$ cat src/rtl/mode_ctrl_pkg.sv
// Shared encodings for the front-panel mode controller and the display mux.
package mode_ctrl_pkg;

    // Mode / FSM state encodings
    localparam logic [1:0] MODE_CLOCK = 2'd0;
    localparam logic [1:0] MODE_SW    = 2'd1;
    localparam logic [1:0] MODE_TIMER = 2'd2;
    localparam logic [1:0] MODE_ALARM = 2'd3;

    // Display mux select codes
    localparam logic [1:0] DISP_CLOCK = 2'd0;
    localparam logic [1:0] DISP_SW    = 2'd1;
    localparam logic [1:0] DISP_TIMER = 2'd2;

    // One-hot mode indicator {timer, sw, clock}
    localparam logic [2:0] LED_CLOCK = 3'b001;
    localparam logic [2:0] LED_SW    = 3'b010;
    localparam logic [2:0] LED_TIMER = 3'b100;

    // Shared push-button pulses
    typedef struct packed {
        logic a;
        logic b;
        logic c;
        logic d;
    } keys_t;

    // Forwarded pulses to the three functions
    typedef struct packed {
        logic clk_adj_hr;
        logic clk_adj_min;
        logic clk_zone;
        logic sw_start_stop;
        logic sw_lap;
        logic sw_reset;
        logic tm_min;
        logic tm_sec;
        logic tm_start_stop;
        logic tm_reset;
    } pulses_t;

    // CLOCK -> SW -> TIMER -> CLOCK
    function automatic logic [1:0] next_mode(input logic [1:0] m);
        case (m)
            MODE_CLOCK: next_mode = MODE_SW;
            MODE_SW:    next_mode = MODE_TIMER;
            default:    next_mode = MODE_CLOCK;
        endcase
    endfunction

    // The alarm view shows the timer
    function automatic logic [1:0] disp_of(input logic [1:0] m);
        case (m)
            MODE_CLOCK: disp_of = DISP_CLOCK;
            MODE_SW:    disp_of = DISP_SW;
            default:    disp_of = DISP_TIMER;
        endcase
    endfunction

    function automatic logic [2:0] led_of(input logic [1:0] m);
        case (m)
            MODE_CLOCK: led_of = LED_CLOCK;
            MODE_SW:    led_of = LED_SW;
            default:    led_of = LED_TIMER;
        endcase
    endfunction

endpackage

$ cat src/rtl/mode_ctrl_btn_router.sv
// Registered demux of the four shared keys onto the active function's pulses.
module btn_router
    import mode_ctrl_pkg::*;
(
    input  logic       clk,
    input  logic       rst,
    input  logic [1:0] mode,
    input  logic       drop,
    input  keys_t      keys,
    output pulses_t    pulses
);

    pulses_t pulses_nxt;

    // Route each key by the current mode; a mode change or alarm entry drops the cycle
    always_comb begin
        pulses_nxt = '0;
        if (!drop) begin
            case (mode)
                MODE_CLOCK: begin
                    pulses_nxt.clk_adj_hr  = keys.a;
                    pulses_nxt.clk_adj_min = keys.b;
                    pulses_nxt.clk_zone    = keys.c;
                end
                MODE_SW: begin
                    pulses_nxt.sw_lap        = keys.a;
                    pulses_nxt.sw_start_stop = keys.c;
                    pulses_nxt.sw_reset      = keys.d;
                end
                MODE_TIMER: begin
                    pulses_nxt.tm_min        = keys.a;
                    pulses_nxt.tm_sec        = keys.b;
                    pulses_nxt.tm_start_stop = keys.c;
                    pulses_nxt.tm_reset      = keys.d;
                end
                default: begin
                    // Alarm view: any of A/B/C silences with one start/stop pulse
                    pulses_nxt.tm_start_stop = keys.a | keys.b | keys.c;
                    pulses_nxt.tm_reset      = keys.d;
                end
            endcase
        end
    end

    // One-cycle-delayed, one-cycle-wide pulse register
    always_ff @(posedge clk) begin
        if (rst) pulses <= '0;
        else     pulses <= pulses_nxt;
    end

endmodule

$ cat src/rtl/mode_ctrl.sv
// Front-panel mode FSM: mode cycling, alarm pre-emption and idle return to clock.
module mode_ctrl
    import mode_ctrl_pkg::*;
#(
    parameter int IDLE_CYCLES = 30000,
    parameter int CNT_W       = 15
) (
    input  logic       clk,
    input  logic       rst,
    input  logic       btn_mode_p,
    input  logic       btn_a_p,
    input  logic       btn_b_p,
    input  logic       btn_c_p,
    input  logic       btn_d_p,
    input  logic       tm_alarm,
    input  logic       tm_run,
    input  logic       sw_run,
    output logic       clk_adj_hr_p,
    output logic       clk_adj_min_p,
    output logic       clk_zone_p,
    output logic       sw_start_stop_p,
    output logic       sw_lap_p,
    output logic       sw_reset_p,
    output logic       tm_btn_min_p,
    output logic       tm_btn_sec_p,
    output logic       tm_btn_start_stop_p,
    output logic       tm_btn_reset_p,
    output logic [1:0] disp_sel,
    output logic [2:0] mode_led,
    output logic       alarm_view
);

    localparam logic [CNT_W-1:0] IDLE_MAX = CNT_W'(IDLE_CYCLES - 1);
    localparam logic [CNT_W-1:0] CNT_ONE  = CNT_W'(1);

    logic [1:0]       state, state_nxt;
    logic [1:0]       ret_mode, ret_nxt;
    logic [CNT_W-1:0] idle_cnt, idle_nxt;
    logic             alarm_d;
    logic             in_alarm, alarm_rise, press, fn_stopped, drop;
    keys_t            keys;
    pulses_t          pulses;

    assign keys       = {btn_a_p, btn_b_p, btn_c_p, btn_d_p};
    assign in_alarm   = (state == MODE_ALARM);
    assign alarm_rise = tm_alarm & ~alarm_d;
    assign press      = btn_mode_p | btn_a_p | btn_b_p | btn_c_p | btn_d_p;
    assign fn_stopped = ((state == MODE_SW) & ~sw_run) | ((state == MODE_TIMER) & ~tm_run);
    // Keys are dropped on the cycle the mode changes by button or alarm entry
    assign drop       = ~in_alarm & (alarm_rise | btn_mode_p);

    // Next state, return mode and idle counter; alarm edge beats mode button beats idle
    always_comb begin
        state_nxt = state;
        ret_nxt   = ret_mode;
        if (in_alarm) begin
            if (!tm_alarm) state_nxt = ret_mode;
        end else if (alarm_rise) begin
            ret_nxt   = state;
            state_nxt = MODE_ALARM;
        end else if (btn_mode_p) begin
            state_nxt = next_mode(state);
        end else if (!press && idle_cnt == IDLE_MAX && fn_stopped) begin
            state_nxt = MODE_CLOCK;
        end

        if (press || state == MODE_CLOCK || in_alarm) idle_nxt = '0;
        else if (idle_cnt == IDLE_MAX)                idle_nxt = fn_stopped ? '0 : idle_cnt;
        else                                          idle_nxt = idle_cnt + CNT_ONE;
    end

    // State registers; an alarm already high at reset counts as seen so it cannot re-trigger
    always_ff @(posedge clk) begin
        if (rst) begin
            state    <= MODE_CLOCK;
            ret_mode <= MODE_CLOCK;
            idle_cnt <= '0;
            alarm_d  <= tm_alarm;
        end else begin
            state    <= state_nxt;
            ret_mode <= ret_nxt;
            idle_cnt <= idle_nxt;
            alarm_d  <= tm_alarm;
        end
    end

    // Registered display outputs decoded from the next state
    always_ff @(posedge clk) begin
        if (rst) begin
            disp_sel   <= DISP_CLOCK;
            mode_led   <= LED_CLOCK;
            alarm_view <= 1'b0;
        end else begin
            disp_sel   <= disp_of(state_nxt);
            mode_led   <= led_of(state_nxt);
            alarm_view <= (state_nxt == MODE_ALARM);
        end
    end

    btn_router u_router (
        .clk    (clk),
        .rst    (rst),
        .mode   (state),
        .drop   (drop),
        .keys   (keys),
        .pulses (pulses)
    );

    assign clk_adj_hr_p        = pulses.clk_adj_hr;
    assign clk_adj_min_p       = pulses.clk_adj_min;
    assign clk_zone_p          = pulses.clk_zone;
    assign sw_start_stop_p     = pulses.sw_start_stop;
    assign sw_lap_p            = pulses.sw_lap;
    assign sw_reset_p          = pulses.sw_reset;
    assign tm_btn_min_p        = pulses.tm_min;
    assign tm_btn_sec_p        = pulses.tm_sec;
    assign tm_btn_start_stop_p = pulses.tm_start_stop;
    assign tm_btn_reset_p      = pulses.tm_reset;

endmodule

$ cat config.mk
export PLATFORM = sky130hd
export DESIGN_NAME = mode_ctrl
export DESIGN_NICKNAME = d
export VERILOG_FILES = /design/src/rtl/mode_ctrl_pkg.sv /design/src/rtl/mode_ctrl_btn_router.sv /design/src/rtl/mode_ctrl.sv
export SDC_FILE = /design/constraint.sdc
export NUM_CORES = 1
export LEC_CHECK = 0
export ABC_AREA = 1
export CORE_UTILIZATION = 51
export DETAILED_ROUTE_END_ITERATION = 12
export PLACE_DENSITY = 0.77
export SETUP_SLACK_MARGIN = 0.1
export SYNTH_ARGS = -nofsm -noshare
export SYNTH_HDL_FRONTEND = slang
export SYNTH_HIERARCHICAL = 1
export SYNTH_SLANG_ARGS = --single-unit
$ cat constraint.sdc
create_clock -name clk -period 1.7 [get_ports clk]
set_input_delay 0.34 -clock clk [delete_from_list [all_inputs] [get_ports clk]]
set_output_delay 0.34 -clock clk [all_outputs]
set_load 0.02 [all_outputs]
* Word level (Yosys, flattened, before mapping)
Cells that the tools add are included. Widths: inputs -> output; s select.
Cells by class: $add $sub $neg 1, equal/unequal tests 7, muxes and demuxes 11, bitwise logic cells 19, reduce and logical (&&, ||, !) cells 14
Operators with widths (count):
- $mux 15 | 2
- $add 15x1->15 const B | 1
- $eq 15x15->1 const B | 1
- $pmux 2 s2 | 3
- $mux 2 | 5
- $reduce_or 3->1 | 3
- $or 1x1->1 | 8
- $not 1->1 | 7
- $eq 2x2->1 const B | 3
- $pmux 3 s2 | 1
- $reduce_or 2->1 | 3
- $and 1x1->1 | 4
- $eq 2x1->1 const B | 2
- $logic_not 2->1 | 2
- $logic_and 1x1->1 | 2
- $logic_or 1x1->1 | 2
- $ne 2x2->1 const B | 1
- $reduce_and 2->1 | 1
- $logic_not 1->1 | 1
Word-level totals: register bits 36, word-level logic and storage cells 69

* Longest topological paths before layout
depth in word-level cells 13, mapped depth 10

* Cells and area by module
Netlist, hierarchy kept.
By module, submodules not included:
- mode_ctrl | times used 1, cells an instance 180, area each 1219.9 um^2, seq. area each 480.5 um^2
- btn_router | times used 1, cells an instance 30, area each 290.3 um^2, seq. area each 200.2 um^2

* Worst setup path after synthesis
OpenSTA, ideal clock, no wires.
kind register to register, start point register idle_cnt[0], end point register idle_cnt[3], arrival time 1.349 ns, data required time 1.582 ns, slack 0.233 ns, cell stages (with the launch flop) 9, buffers on the path 0, clock period less this slack 1.467 ns, path through dfxtp_1 -> ha_1 -> nand3_1 -> nor2_1 -> nand3_1 -> nand2_2 -> inv_2 -> o21ai_1 -> a21oi_2
Between the ends: cells in the longest elaborated chain, start to end 2, elaborated cells between the ends (all ways) 4
RTL lines:
- start: declaration | line mode_ctrl.sv:38 | logic [CNT_W-1:0] idle_cnt, idle_nxt;
- start signal: assignment | line mode_ctrl.sv:82 | idle_cnt <= idle_nxt;
- $add 15x1->15 or $eq 15x15->1 (tied branches) | line mode_ctrl.sv:69, mode_ctrl.sv:68
- $mux 15 or $ne 2x2->1 (tied branches)
Parallel ways exist; a longest one is shown, timed or not. A chain may end at the register's enable or synchronous reset.

* Worst setup path after layout
start point register idle_cnt[1], end point register idle_cnt[14]
The elaborated chain is that of the path after synthesis.

==> impl_metrics.py <==
metrics = {
    "run_status": {
        "status": "complete, no violations",
    },
    "final_layout": {
        "final_cells": 286,
        "final_common_cell": "nand2_1",
        "n_antenna_cell": 0,
        "n_fill_cell": 241,
        "final_cell_mix": "38 x nand2_1, 32 x nor2_1, 29 x dfxtp_1",
        "fin_area_sq_um": 1980,
        "multi_input_area_sq_um": 732,
        "ff_latch_area_sq_um": 687,
        "areaGrowthSynthToFinish_pct": 31.1,
        "drive_gt1_frac": 0.188,
        "nets": 266,
    },
    "job": {
        "cap_violations": 0,
    },
    "critical_path": {
        "arrival_ps": 1800,
        "cp-start-kind": "flop",
        "cp_max_fo": 3,
        "required_ps": 1990,
        "worst_setup_path_end_kind": "flop",
        "crit_type": "reg2reg",
    },
    "logic_synthesis": {
        "synth_area_per_cell_sq_um": 7.19,
        "yosys_register_bits": 34,
        "netlist_area_sq_um": 1510,
        "syn-instance-count": 210,
        "yosysSeqAreaShare": 0.451,
        "synth_top_area_cell": "dfxtp_1",
        "syn-num-nets": 221,
        "netlist.area_leader.share": 0.451,
        "ys_top_cells_by_area": "dfxtp_1 45%, nand2_1 9.7%, nor2_1 8.5%",
        "ys_warn_count": 6,
        "synth_cell_types": 27,
    },
    "drt": {
        "vias": 1478,
        "firstDrtPassIters": 5,
        "wire_per_inst_um": 11.4,
        "antenna_left": 0,
        "via_per_inst": 5.17,
        "finalWirelength_mm": 3.26,
        "drcViolationCount": 0,
        "drt_iter0_markers": 117,
    },
    "timing": {
        "worst_clock_skew_ps": 10.5,
        "fmax_mhz": 659,
        "relSlewSlack": 0.818,
        "setup_violations": 0,
        "worstMarginPinSlew_ps": 273,
        "fin_crit_sh": 0.893,
        "final-hold-violation-count": 0,
        "whs_ps": 461,
        "finalSetupTns_ps": 0,
        "fin_ws_ps": 182,
        "rsz0062_at_grt": "true",
        "fin_crit_ps": 1520,
        "maxSlewViolCount": 0,
    },
    "grt": {
        "antenna_found_initial": 0,
        "grt_pass1_vias": 1307,
        "grt-ovfl-total": 0,
        "grt.total_usage": 0.223,
        "grt_pass1_wl_mm": 5.31,
        "grt_max_degree": 11,
    },
    "floorplan": {
        "floorplan.initialDensity": 0.543,
        "core_area_sq_um": 2780,
        "io_pins": 26,
        "die_x_um": 56.4,
        "fp.dieH_um": 56.4,
        "placementRows": 19,
        "die-area_sq_um": 3180,
    },
    "clock_tree": {
        "htreeDepth": 2,
        "clk_path_buf_depth": 2,
        "path_clk_slew_ps": 100,
        "cts_tree": "done",
        "root_buffer": "clkbuf_4",
        "clkLatencyLatePin_ps": 350,
        "cts_hold_buf": 0,
        "cts_made_buffers": 5,
        "clock_sinks": 34,
    },
    "worst_hold_path": {
        "hold_path.class": "reg2reg",
    },
    "placement": {
        "place_hpwl_mm": 2.48,
        "portBuffers": 25,
        "place.gp.congestion": 0.902,
        "place_area_sq_um": 1880,
        "pre_cts_slack_ps": -157,
        "dp_cells": 277,
    },
    "pwr": {
        "p_leak_nw": 0.936,
        "irDropWorstVdd_mv": 0.784,
        "power_density_nw_per_um2": 725,
    },
}
cells in the mapped netlist:
library cell  count
nor3_4            1
nor2_2            3
nand4_1           4
nand2_2           3
clkinv_1          1
o21ai_1           6
buf_4             2
xnor2_1           1
nor2_1           34
inv_1            28
nand2_1          39
dfxtp_1          34
inv_2             4
or2_4             1
a211oi_1          1
nand3_1          16
nor3_2            1
o21ai_0           3
nor2_4            1
xor2_1            1
a21oi_1          12
a22oi_2           1
a31oi_1           3
nand3b_1          2
nor3_1            6
a21oi_2           1
ha_1              1
worst max-delay path, stage by stage, from the launching register on:
cell	delay [ps]
dfxtp_2	380
ha_4	150
nand2_2	70
nor3_4	220
nand2_1	100
nor2_2	160
nand3_2	120
nor2_4	140
nand2_1	60
o21ai_1	60
state kept, by name (all words and copies together) (netlist names):
name / cells
alarm_view: 1
u_router/pulses: 10
ret_mode: 2
disp_sel: 2
idle_cnt: 15
mode_led: 1
state: 2
alarm_d: 1
routing by layer:
| metal | vias to the layer above | part of all wire | GRT usage |
|---|---|---|---|
| met5 | - | 0 | 0 |
| met4 | 0 | 0.027 | 0.160 |
| met3 | 9 | 0.045 | 0.0622 |
| met2 | 31 | 0.46 | 0.364 |
| met1 | 671 | 0.47 | 0.247 |
| li1 | 767 | - | - |
power by group:
part           internal [mW]  switching, mW
combinational         0.0776          0.109
sequential             0.823         0.0117
clock                  0.148          0.266
total                   1.05          0.386
timing repair:
action                                  4_1_cts  5_1_grt
setup buffers                                 0        2
gates resized for setup                      16       14
endpoints found under the setup margin       17       15
pin swaps                                     0        5
cloned                                        0        0
cell families after synthesis:
kind of cell	after synthesis	share of synthesized area
adders and majority gates	1	0.00828
DFF	34	0.451
xor gates and xnor gates	2	0.0116
AOI/OAI and AO/OA	27	0.101
buffers and inverters	35	0.0920
and+or+nand+nor	111	0.336
worst paths after layout:
check,slack (ps),end,depth (start not counted),start
setup / recovery,180,idle_cnt[14]$_SDFFE_PP0P_,9,idle_cnt[1]$_SDFFE_PP0P_
hold / removal,460,ret_mode[0]$_SDFFE_PP0P_,2,ret_mode[0]$_SDFFE_PP0P_
setup reg to reg,180,idle_cnt[14]$_SDFFE_PP0P_,9,idle_cnt[1]$_SDFFE_PP0P_
hold reg to reg,460,ret_mode[0]$_SDFFE_PP0P_,2,ret_mode[0]$_SDFFE_PP0P_
area by class of cell:
class                   count  share of cell area
multi-input cells         141               0.370
flip-flops and latches     34               0.347
repair buffers             40               0.177
inverters                  33              0.0626
well taps                  31              0.0196
clock buffers               5              0.0190
clock inverters             2             0.00506
through the flow:
stage | util | total power [mW]
2_1_floorplan | - | 0.964
3_3_place_gp | 0.677 | 1.05
3_5_place_dp | 0.677 | 1.05
4_1_cts | 0.689 | 1.45
5_1_grt | 0.712 | 1.50
6_report | 0.712 | 1.43
No activity file was read; power rests on OpenSTA's default activity.
